===== src/rtl/fetch_pkg.sv =====
// Shared types and constants for the instruction fetch stage.
package fetch_pkg;

    localparam logic [31:0] INST_BYTES = 32'd4;

    typedef struct packed {
        logic [31:0] pc;
        logic [31:0] inst;
    } fetch_entry_t;

    function automatic logic [31:0] word_align(input logic [31:0] addr);
        return {addr[31:2], 2'b00};
    endfunction

endpackage


===== src/rtl/fetch_fifo.sv =====
// Synchronous FIFO of (pc, inst) entries; flush wins over push and pop.
module fetch_fifo
    import fetch_pkg::*;
#(
    parameter int DEPTH = 4
) (
    input  logic                     i_clk,
    input  logic                     i_rst,
    input  logic                     i_flush,
    input  logic                     i_push_valid,
    input  fetch_entry_t             i_push_data,
    input  logic                     i_pop_ready,
    output fetch_entry_t             o_pop_data,
    output logic [$clog2(DEPTH):0]   o_count,
    output logic                     o_full,
    output logic                     o_empty
);

    localparam int AW = $clog2(DEPTH);
    localparam logic [AW-1:0] PTR_ONE = AW'(1);
    localparam logic [AW:0]   CNT_ONE = (AW + 1)'(1);

    fetch_entry_t  mem [DEPTH];
    logic [AW-1:0] wr_ptr;
    logic [AW-1:0] rd_ptr;
    logic          push;
    logic          pop;

    assign o_full  = (o_count == (AW + 1)'(DEPTH));
    assign o_empty = (o_count == '0);
    assign pop     = i_pop_ready && !o_empty;
    // A full FIFO still accepts a push when the head leaves in the same cycle.
    assign push    = i_push_valid && (!o_full || pop);

    // Head is read from registered storage and forced to zero while empty.
    assign o_pop_data = o_empty ? '0 : mem[rd_ptr];

    always_ff @(posedge i_clk) begin
        if (push && !i_flush) begin
            mem[wr_ptr] <= i_push_data;
        end
    end

    always_ff @(posedge i_clk) begin
        if (i_rst || i_flush) begin
            wr_ptr  <= '0;
            rd_ptr  <= '0;
            o_count <= '0;
        end else begin
            if (push) begin
                wr_ptr <= wr_ptr + PTR_ONE;
            end
            if (pop) begin
                rd_ptr <= rd_ptr + PTR_ONE;
            end
            case ({push, pop})
                2'b10:   o_count <= o_count + CNT_ONE;
                2'b01:   o_count <= o_count - CNT_ONE;
                default: o_count <= o_count;
            endcase
        end
    end

endmodule


===== src/rtl/fetch_unit.sv =====
// Instruction fetch stage: credit-limited in-order word requests, response
// buffering with PC tagging, and redirect handling that drops stale responses.
module fetch_unit
    import fetch_pkg::*;
#(
    parameter int          DEPTH    = 4,
    parameter logic [31:0] RESET_PC = 32'h0000_0000
) (
    input  logic        i_clk,
    input  logic        i_rst,
    input  logic        i_redirect,
    input  logic [31:0] i_redirect_pc,
    output logic        o_imem_req_valid,
    output logic [31:0] o_imem_req_addr,
    input  logic        i_imem_req_ready,
    input  logic        i_imem_rsp_valid,
    input  logic [31:0] i_imem_rsp_data,
    output logic        o_inst_valid,
    output logic [31:0] o_inst,
    output logic [31:0] o_pc,
    input  logic        i_inst_ready
);

    // Handshakes: a transfer happens in a cycle where valid && ready at the
    // rising edge; valid never depends on ready. Responses carry no ready and
    // are always taken.
    localparam int CW = $clog2(DEPTH) + 1;

    logic [CW-1:0] fifo_count;
    logic [CW-1:0] inflight;
    logic [CW-1:0] inflight_next;
    logic [CW-1:0] drop_cnt;
    logic [CW:0]   credit_used;
    logic [31:0]   fetch_pc;
    logic [31:0]   rsp_pc;
    logic [31:0]   target_pc;
    logic          fifo_full;
    logic          fifo_empty;
    logic          issue_room;
    logic          req_fire;
    logic          rsp_keep;
    fetch_entry_t  push_entry;
    fetch_entry_t  head;

    // Buffered plus outstanding fetches never exceed DEPTH, so every
    // returning response is guaranteed a FIFO slot.
    assign credit_used = {1'b0, fifo_count} + {1'b0, inflight};
    assign issue_room  = !fifo_full && (credit_used < (CW + 1)'(DEPTH));

    assign o_imem_req_valid = !i_rst && !i_redirect && issue_room;
    assign o_imem_req_addr  = fetch_pc;
    assign req_fire         = o_imem_req_valid && i_imem_req_ready;

    assign rsp_keep   = i_imem_rsp_valid && !i_redirect && (drop_cnt == '0);
    assign push_entry = '{pc: rsp_pc, inst: i_imem_rsp_data};
    assign target_pc  = word_align(i_redirect_pc);

    assign inflight_next = inflight + CW'(req_fire) - CW'(i_imem_rsp_valid);

    always_ff @(posedge i_clk) begin
        if (i_rst) begin
            fetch_pc <= word_align(RESET_PC);
            rsp_pc   <= word_align(RESET_PC);
            inflight <= '0;
            drop_cnt <= '0;
        end else begin
            inflight <= inflight_next;
            if (i_redirect) begin
                // Everything still outstanding after this cycle is stale.
                fetch_pc <= target_pc;
                rsp_pc   <= target_pc;
                drop_cnt <= inflight_next;
            end else begin
                if (req_fire) begin
                    fetch_pc <= fetch_pc + INST_BYTES;
                end
                if (i_imem_rsp_valid) begin
                    if (drop_cnt != '0) begin
                        drop_cnt <= drop_cnt - CW'(1);
                    end else begin
                        rsp_pc <= rsp_pc + INST_BYTES;
                    end
                end
            end
        end
    end

    fetch_fifo #(
        .DEPTH(DEPTH)
    ) u_fifo (
        .i_clk       (i_clk),
        .i_rst       (i_rst),
        .i_flush     (i_redirect),
        .i_push_valid(rsp_keep),
        .i_push_data (push_entry),
        .i_pop_ready (i_inst_ready && !i_redirect),
        .o_pop_data  (head),
        .o_count     (fifo_count),
        .o_full      (fifo_full),
        .o_empty     (fifo_empty)
    );

    assign o_inst_valid = !fifo_empty;
    assign o_inst       = head.inst;
    assign o_pc         = head.pc;

endmodule


===== config.mk =====
export PLATFORM = sky130hd
export DESIGN_NAME = fetch_unit
export DESIGN_NICKNAME = d
export VERILOG_FILES = /design/src/rtl/fetch_pkg.sv /design/src/rtl/fetch_fifo.sv /design/src/rtl/fetch_unit.sv
export SDC_FILE = /design/constraint.sdc
export NUM_CORES = 1
export LEC_CHECK = 0
export ABC_CLOCK_PERIOD_IN_PS = 3650
export CAP_MARGIN = 40
export CORE_ASPECT_RATIO = 0.5
export CORE_MARGIN = 2
export CORE_UTILIZATION = 50
export DETAILED_ROUTE_END_ITERATION = 16
export GPL_ROUTABILITY_DRIVEN = 0
export MAX_ROUTING_LAYER = met4
export PLACE_DENSITY_LB_ADDON = 0.08
export SLEW_MARGIN = 40
export SYNTH_ARGS = -nofsm -noshare
export SYNTH_HDL_FRONTEND = slang
export SYNTH_SLANG_ARGS = --single-unit

===== constraint.sdc =====
create_clock -name i_clk -period 3.65 [get_ports i_clk]
set_input_delay 0.9125 -clock i_clk [delete_from_list [all_inputs] [get_ports i_clk]]
set_output_delay 0.9125 -clock i_clk [all_outputs]
set_load 0.03 [all_outputs]

# --- Word level (Yosys, flattened, before mapping) ---
# Memory sizes are Yosys's and may differ from the RTL's. A register that Yosys moved wholly into a read port is not among the register bits.
# Cells that the tools add are included.
word_totals:
  ff_bits: 77
  ram_bits: 256
  inputBits: 70
  output_inout_bits: 98
  n_memories: 1
mem_list:
  columns: ["memory", "depth", "width", "read_ports", "rd_clocked_by_memory_dff", "wr", "line", "rtl"]
  rows:
  - ["u_fifo.mem", 4, 64, 1, 1, 1, "fetch_fifo.sv:23", "fetch_entry_t mem [DEPTH];"]
op_classes:
  addsub: 10
  magnitude_cmp: 1
  n_eq_ne: 4
  mux: 14
  n_bitwise: 1
  n_reduce_logical: 27
op_table:
  columns: ["cell", "count"]
  rows:
  - ["32-bit two-way mux", 5]
  - ["32-bit by 3-bit adder with 32-bit output (second input constant)", 2]
  - ["64-bit two-way mux", 1]
  - ["1-bit logical AND", 10]
  - ["3-bit two-way mux", 3]
  - ["2-bit nonzero test", 4]
  - ["3-bit zero test", 2]
  - ["3-bit one-hot mux with 2 select lines", 1]
  - ["2-bit AND reduction", 3]
  - ["3-bit by 1-bit subtractor with 3-bit output (second input constant)", 2]
  - ["2-bit by 1-bit adder with 2-bit output (second input constant)", 2]
  - ["3-bit by 3-bit adder with 4-bit output", 1]
  - ["1-bit zero test", 4]
  - ["4-bit by 3-bit less-than comparator with 1-bit output (second input constant)", 1]
  - ["2-bit two-way mux", 2]
  - ["3-bit by 1-bit adder with 3-bit output", 1]
  - ["3-bit by 1-bit adder with 3-bit output (second input constant)", 1]
  - ["3-bit equality test (second input constant)", 1]
  - ["3-bit nonzero test", 1]
  - ["3-bit by 1-bit subtractor with 3-bit output", 1]
  - ["2-bit by 1-bit equality test with 1-bit output (second input constant)", 1]
  - ["2-bit equality test (second input constant)", 1]
  - ["1-bit logical OR", 2]
  - ["1-bit two-way mux", 2]
  - ["3 further kinds", 3]

# --- Logic depth before layout (Yosys ltp) ---
# Gate-level depths: netlist of run 1.
logic_depth:
  ltp_word: 8
  ltp_mapped: 13
  ltp_nobuf: 11

# --- Modules after synthesis ---
# From an unflattened synthesis of run 1, not the netlist that was laid out.
hier_totals:
  hier_cells: 942
  area_unflattened_um2: 14263.7
modules_own_cells:
  columns: ["mod", "n_inst", "cells_per_inst", "area_per_inst_um2", "seq_area_each_um2"]
  rows:
  - ["fetch_fifo", 1, 472, 10416.2, 7867.5]
  - ["fetch_unit", 1, 470, 3847.4, 1321.3]

# --- Worst setup path before layout of run 1 ---
# Ideal clock, no wire load.
synth_path:
  kind: "input to register"
  startpoint: "input port i_redirect"
  endpoint: "memory u_fifo.mem[1][0] (netlist bit) (enable)"
  arrival_time_ns: 3.088
  setup_slack_ns: 0.136
  stages: 3
  path_cell_list: "clkbuf_1 > nor3_1 > and2_1"
synth_between:
  elab_chain_cells: 8
synth_rtl:
  columns: ["item", "line", "rtl"]
  rows:
  - ["from (decl)", "fetch_unit.sv:11", "input logic i_redirect,"]
  - ["1-bit zero test *", "fetch_fifo.sv:39, fetch_unit.sv:54, fetch_unit.sv:96", null]
  - ["1-bit logical AND", "fetch_unit.sv:96", ".i_pop_ready (i_inst_ready && !i_redirect),"]
  - ["1-bit logical AND", "fetch_fifo.sv:31", "assign pop = i_pop_ready && !o_empty;"]
  - ["1-bit logical OR", "fetch_fifo.sv:33", "assign push = i_push_valid && (!o_full || pop);"]
  - ["1-bit logical AND", "fetch_fifo.sv:33", null]
  - ["1-bit logical AND *", "fetch_fifo.sv:39", "if (push && !i_flush) begin"]
  - ["1-bit two-way mux *", "fetch_fifo.sv:39", null]
  - ["1-bit two-way mux (implied by the code) *", "fetch_fifo.sv:40", "mem[wr_ptr] <= i_push_data;"]
  - ["to (decl)", "fetch_fifo.sv:23", null]
# Mark *: on every way between the ends. The rest lies on a longest branch, timed or not.

==> flow_summary.ini, run 1 <==
[setup_path]
worstSetupEndpointType = output pin
r2r_cells = 11
crit_cells = 4
crit_path_max_incr_delay_ns = 0.60
critical_path_buf_inv_count = 2
cp.arrival_ns = 2.61
slowest_stage = sky130_fd_sc_hd__clkdlybuf4s50_1
cp_max_fo = 44
critical_path_class = reg -> out
critPathTopFamily = buffers and inverters
critical_path.cell_chain = buf_16, mux4_2, and2_1, clkdlybuf4s50_1
required_time_of_the_critical_path_ns = 2.74
timing.critical_path.from_type = flop

[clock_network]
h_tree_depth = 1
clk_transition_reported_paths_ns = 0.07
clock-sinks = 323
cts-buffers-inserted = 29
cts_tree = yes
insertion_delay_ns = 0.56
cts_setup_buffers = 0
cts_root_buf = sky130_fd_sc_hd__clkbuf_16
clock_path_buffers = 3

[global_routing]
number_of_global_route_vias_before_repair = 8108
grt_first_pass_wirelength_um = 45400
grt.total_usage_pct = 21.1
global_route.overflow_total = 0
grt_start_max_net_pins = 67
antenna_found_initial = 0

[yosys]
async_reset_ff_share_pct = 0
seq_area_frac_synth_pct = 66.0
synthDistinctLibCells = 61
synth_top_cells_by_area = sky130_fd_sc_hd__edfxtp_1 (55%), sky130_fd_sc_hd__dfxtp_1 (11%), sky130_fd_sc_hd__mux4_2 (10%), sky130_fd_sc_hd__and2_1 (3.2%), sky130_fd_sc_hd__xor2_1 (1.6%)
synthDominantAreaCellType = sky130_fd_sc_hd__edfxtp_1
avgSynthCellArea_um2 = 15.0
yosysTopAreaCellShare_pct = 54.9
synth.cell_area_mm2 = 0.0136
syn_inst = 905
synth_edf_count = 248
yosys_register_bits = 323
synth_flop_cell = sky130_fd_sc_hd__edfxtp_1
yosysWarnings = 0

[die]
die_width_um = 237
coreArea_mm2 = 0.0265
die_h_um = 120
ioPinCount = 168
rows = 42
die_outline_area_mm2 = 0.0285
initial_utilization_pct = 51.1

[timing]
fin_crit_ns = 3.52
max_slew.worst_pin.slew_ns = 0.720
fin_setup_tns_ns = 0
max-slew-margin-rel_pct = 51.9
setup_repair_after_global_routing_missed_its_margin = no
max_clock_freq_mhz = 284
timing.final.setup_violations = 0
clock-skew-final_ns = 0.0107
final-hold-violation-count = 0
worst_hold_slack_ns = 0.541
final_min_period_over_clock_period_pct = 96.5
final_max_slew_viol_count = 0

[power]
power.ir.vdd_worst_uv = 446
combPwrFrac_pct = 10.9
powerDensity_mw_per_mm2 = 492
net-switching-power_mw = 1.93
leakage_nw = 5.51
switching_share_pct = 23.6
p_int_mw = 6.27
clkPwrFrac_pct = 37.7
power_mw = 8.21
seqPwrFrac_pct = 51.4

[routing]
length_of_the_first_detailed_routing_pass_in_iterations = 4
ant_nets = 0
drt_first_iter_violations = 472
postRouteWirelength_um = 28800
route.vias.total = 8142
post_drt_via_cell_ratio = 5.65
post_drt_wl_per_cell_um = 20.0
route.detailed.drc = 0

[cells_and_area]
fill_cells = 1959
post_route_cells_drive_above_1_share_pct = 13.8
finish.cell_count_without_fillers = 1441
area_growth_pct = 23.0
final_core_util_pct = 62.9
fin_nets = 1151
antenna_cells_inserted = 0

[place]
numPlacedInstances = 1388
detailed_place_hpwl_um = 17900
portBuffers = 161

[min_path]
hold_path_class = reg -> reg
min_path_cells = 2

[status]
status = completed

[run]
maxCapViolCount = 0
[final cells by class]
cell class	count	area [um2]	share of cell area, %
multi-input cells	506	4310	25.8
well taps	352	440	2.64
flip-flops and latches	323	8950	53.6
clock buffers	33	751	4.50
repair buffers	183	1940	11.6
inverters	24	90.1	0.540
clock inverters	20	211	1.27
[cell families (layout without fill, tap and decap cells)]
group / Yosys count / after routing / synth area share, %
flip-flops: 323 / 323 / 66.0
AND/OR/NAND/NOR: 263 / 263 / 11.2
AO/OA/AOI/OAI: 119 / 119 / 5.84
buffers and inverters: 79 / 260 / 2.43
multiplexers: 66 / 66 / 10.6
XOR/XNOR: 40 / 40 / 2.58
adder cells (fa/ha/maj): 14 / 14 / 1.40
other: 1 / 4 / 0.0276
[flip-flops by register name (all words and copies together), names as in the netlist, named ones only]
signal / cells
rsp_pc: 30
inflight: 3
u_fifo.mem: 248
drop_cnt: 3
o_imem_req_addr: 30
u_fifo.o_count: 3
u_fifo.wr_ptr: 2
u_fifo.rd_ptr: 2
[timing repair]
action | CTS | global route
hold buffers | 0 | 0
resized for setup | 0 | 4
setup endpoints to repair | 0 | 5
[cell usage in the layout, fill, tap and decap left out, types with 4 or more instances in the layout]
cell and instances:
sky130_fd_sc_hd__a21boi_0 13, sky130_fd_sc_hd__nand4_1 25, sky130_fd_sc_hd__clkinv_1 5, sky130_fd_sc_hd__conb_1 4, sky130_fd_sc_hd__nor2_1 44, sky130_fd_sc_hd__ha_1 12, sky130_fd_sc_hd__nand3_1 19, sky130_fd_sc_hd__and2_1 66
sky130_fd_sc_hd__dfxtp_1 73, sky130_fd_sc_hd__clkbuf_16 29, sky130_fd_sc_hd__a31oi_1 11, sky130_fd_sc_hd__mux4_2 62, sky130_fd_sc_hd__clkinv_2 9, sky130_fd_sc_hd__nor4_1 5, sky130_fd_sc_hd__xor2_1 25, sky130_fd_sc_hd__buf_4 10
sky130_fd_sc_hd__o211ai_1 4, sky130_fd_sc_hd__a21oi_1 34, sky130_fd_sc_hd__buf_12 11, sky130_fd_sc_hd__clkdlybuf4s50_1 157, sky130_fd_sc_hd__and3_1 12, sky130_fd_sc_hd__nand2_1 41, sky130_fd_sc_hd__and4_1 9, sky130_fd_sc_hd__xnor2_1 15
sky130_fd_sc_hd__o31a_1 5, sky130_fd_sc_hd__a211oi_1 18, sky130_fd_sc_hd__inv_1 22, sky130_fd_sc_hd__o21ai_0 11, sky130_fd_sc_hd__nor3_1 14, sky130_fd_sc_hd__edfxtp_1 248, sky130_fd_sc_hd__and2_2 4, sky130_fd_sc_hd__bufinv_16 4
[synth_stat cells (all sizes together), types with 12 or more instances]
cell type	number
and2	71
nand4	26
a21boi	14
buf	21
ha	12
nand2	41
clkbuf	34
dfxtp	75
edfxtp	248
nor2	44
nor3	14
inv	24
and3	12
a21oi	34
xnor2	15
a211oi	18
xor2	25
nand3	20
mux4	62
[layer usage]
| layer | track usage, % | up-vias | wire, um |
|---|---|---|---|
| met5 | - | - | 0 |
| met2 | 32.7 | 209 | 13300 |
| met3 | 3.26 | 25 | 1420 |
| met4 | 3.28 | 0 | 320 |
| li1 | - | 3798 | - |
| met1 | 30.6 | 4110 | 13800 |
[power by group through the flow]
| stage | Sequential, mW | Clock (mW) | Combinational (mW) |
|---|---|---|---|
| after floorplan | 4.30 | 0 | 0.505 |
| after global routing | 4.24 | 3.32 | 0.972 |
| after CTS | 4.22 | 3.17 | 0.907 |
| after detailed placement | 4.30 | 0 | 0.902 |
| after global placement | 4.29 | 0 | 0.891 |
| final | 4.22 | 3.09 | 0.895 |
[worst register-to-register path, cell delays in order (launching register included)]
cell and delay [ns]:
sky130_fd_sc_hd__dfxtp_1 0.41, sky130_fd_sc_hd__ha_1 0.26, sky130_fd_sc_hd__nor4_1 0.24, sky130_fd_sc_hd__and4_1 0.29, sky130_fd_sc_hd__inv_2 0.05, sky130_fd_sc_hd__ha_1 0.27, sky130_fd_sc_hd__inv_1 0.04, sky130_fd_sc_hd__ha_1 0.18
sky130_fd_sc_hd__fa_1 0.39, sky130_fd_sc_hd__xnor2_1 0.15, sky130_fd_sc_hd__xnor2_1 0.14, sky130_fd_sc_hd__a211oi_1 0.23
[metrics by stage]
| step | area, um2 | setup slack [ns] |
|---|---|---|
| 2_1_floorplan | 13600 | 0.136 |
| 3_3_place_gp | 15700 | 0.201 |
| 5_1_grt | 16700 | 0.00108 |
| 6_report | 16700 | 0.128 |
| 3_5_place_dp | 15700 | 0.0881 |
| 4_1_cts | 16700 | 0.0359 |
[final timing paths]
path,to,slack [ns],from
setup / recovery,o_inst[0],0.13,flop
hold / removal,flop,0.54,u_fifo.rd_ptr[1]
setup reg to reg,drop_cnt[2],0.91,u_fifo.o_count[2]
hold reg to reg,flop,0.54,u_fifo.rd_ptr[1]
Note: power is estimated with default switching activity, not from simulation.
==> run 2: changes to the inputs <==
--- a/config.mk
+++ b/config.mk
@@ -12,7 +12,6 @@
 export CORE_UTILIZATION = 50
 export DETAILED_ROUTE_END_ITERATION = 16
 export GPL_ROUTABILITY_DRIVEN = 0
-export MAX_ROUTING_LAYER = met4
 export PLACE_DENSITY_LB_ADDON = 0.08
 export SLEW_MARGIN = 40
 export SYNTH_ARGS = -nofsm -noshare
==> constraint.sdc (replaced) <==
create_clock -name i_clk -period 3.65 [get_ports i_clk]
set_input_delay 0.365 -clock i_clk [delete_from_list [all_inputs] [get_ports i_clk]]
set_output_delay 0.365 -clock i_clk [all_outputs]
set_load 0.03 [all_outputs]
==> flow_summary.ini, run 2 (synthesis gave the netlist of run 1 again) <==
[status]
status = completed

[clock_network]
cts_setup_buffers = 0
cts_repair_resize_count = 0
clock_path_buffers = 3
h_tree_depth = 1
cts_tree = yes
cts_hold_buf = 0
insertion_delay_ns = 0.56
clk_transition_reported_paths_ns = 0.06
cts_root_buf = sky130_fd_sc_hd__clkbuf_16
cts-buffers-inserted = 29
clock-sinks = 323

[timing]
final_max_slew_viol_count = 0
max_slew.worst_pin.slew_ns = 0.754
clock-skew-final_ns = 0.0138
fin_crit_ns = 3.21
max-slew-margin-rel_pct = 49.4
worst_hold_slack_ns = 0.451
max_clock_freq_mhz = 312
final_min_period_over_clock_period_pct = 87.9
setup_repair_after_global_routing_missed_its_margin = no
timing.final.setup_violations = 0
final-hold-violation-count = 0
fin_setup_tns_ns = 0

[routing]
route.detailed.drc = 0
post_drt_wl_per_cell_um = 20.2
postRouteWirelength_um = 29000
ant_nets = 0
route.vias.total = 8194
post_drt_via_cell_ratio = 5.70
length_of_the_first_detailed_routing_pass_in_iterations = 5
drt_first_iter_violations = 464

[die]
die_outline_area_mm2 = 0.0285
die_h_um = 120
initial_utilization_pct = 51.1
die_width_um = 237
rows = 42
ioPinCount = 168
coreArea_mm2 = 0.0265

[place]
detailed_place_hpwl_um = 18100
portBuffers = 161
dpl_cell_area_mm2 = 0.0157

[global_routing]
grt_start_max_net_pins = 63
number_of_global_route_vias_before_repair = 8094
grt.total_usage_pct = 20.6
antenna_found_initial = 0
grt_first_pass_wirelength_um = 45600
global_route.overflow_total = 0

[setup_path]
ff2ff_setup_slack_ns = 0.75
required_time_of_the_critical_path_ns = 3.28
critical_path.reg2reg.startpoint = u_fifo.o_count[2]
cp.arrival_ns = 2.84
cp_max_fo = 21
timing.critical_path.from_type = flop
worstSetupEndpointType = output pin
timing.rr.end = drop_cnt[2]
r2r_cells = 11
critical_path_class = reg -> out

[cells_and_area]
post-route-cell-area_mm2 = 0.0166
area_growth_pct = 22.2
mostFrequentLayoutCells = sky130_fd_sc_hd__edfxtp_1 (248), sky130_fd_sc_hd__clkdlybuf4s50_1 (160), sky130_fd_sc_hd__dfxtp_1 (73), sky130_fd_sc_hd__and2_1 (66), sky130_fd_sc_hd__mux4_2 (62)
antenna_cells_inserted = 0
final_core_util_pct = 62.5
largest_register_ffs = 248
fin_nets = 1147
post_route_cells_drive_above_1_share_pct = 13.3
top_register = u_fifo.mem
final_common_cell = sky130_fd_sc_hd__edfxtp_1

[min_path]
min_to = u_fifo.mem[2][1]
hold_path_class = in -> reg
min_path_cells = 1
min_from = i_imem_rsp_data[1]

[power]
leakage_nw = 5.41
powerDensity_mw_per_mm2 = 488
power.ir.vdd_worst_uv = 351

[run]
maxCapViolCount = 0
-- run 2: cell count changes in the layout (fill, tap and decap cells not counted), sizes merged, moves of 2 or more --
cell	previous run	this run
dlymetal6s2s	2	0
buf	24	19
clkinv	14	12
clkinvlp	1	5
clkdlybuf4s50	157	160
-- run 2: how the worst max path moves through the flow --
| stage | from | to | slack [ns] | cells after the start |
|---|---|---|---|---|
| finish | flop | o_pc[13] | 0.44 | 4 |
| detailed placement | i_redirect | drop_cnt[2] | 0.48 | 11 |
| CTS | flop | o_pc[13] | 0.35 | 4 |
| floorplan | drop_cnt[0] | u_fifo.mem[1][0] | 0.48 | 5 |
| global placement | i_redirect | drop_cnt[2] | 0.57 | 11 |
| global route | flop | o_pc[12] | 0.29 | 4 |
-- run 2: per-stage QoR --
stage,instances,setup WS (ns),power (mW)
2_1_floorplan,908,0.480,4.81
3_3_place_gp,1384,0.569,5.18
3_5_place_dp,1384,0.483,5.20
4_1_cts,1437,0.347,8.17
5_1_grt,1437,0.290,8.40
6_report,1437,0.443,8.09
-- run 2: final cells by class --
type | instances | area (um2)
repair buffers | 179 | 1870
fillers | 1931 | 9960
clock buffers | 32 | 737
well taps | 352 | 440
inverters | 24 | 90.1
multi-input cells | 506 | 4310
flip-flops and latches | 323 | 8950
clock inverters | 21 | 185
-- run 2: critical path, cell delays in order, from the launching register on --
cell and delay (ns):
sky130_fd_sc_hd__dfxtp_4 0.63, sky130_fd_sc_hd__buf_12 0.28, sky130_fd_sc_hd__mux4_2 0.56, sky130_fd_sc_hd__and2_1 0.19, sky130_fd_sc_hd__clkdlybuf4s50_1 0.61
-- run 2: layer usage --
metal,routed length [um],GRT usage [%]
met5,0,0
met4,317,3.52
met3,1410,3.88
met2,13600,33.1
met1,13700,30.0
-- run 2: report_power, final --
part	total [mW]	leakage (nW)	switching [mW]	internal [mW]
logic	0.890	2.08	0.487	0.403
registers	4.23	2.88	0.121	4.10
clock network	2.98	0.441	1.31	1.67
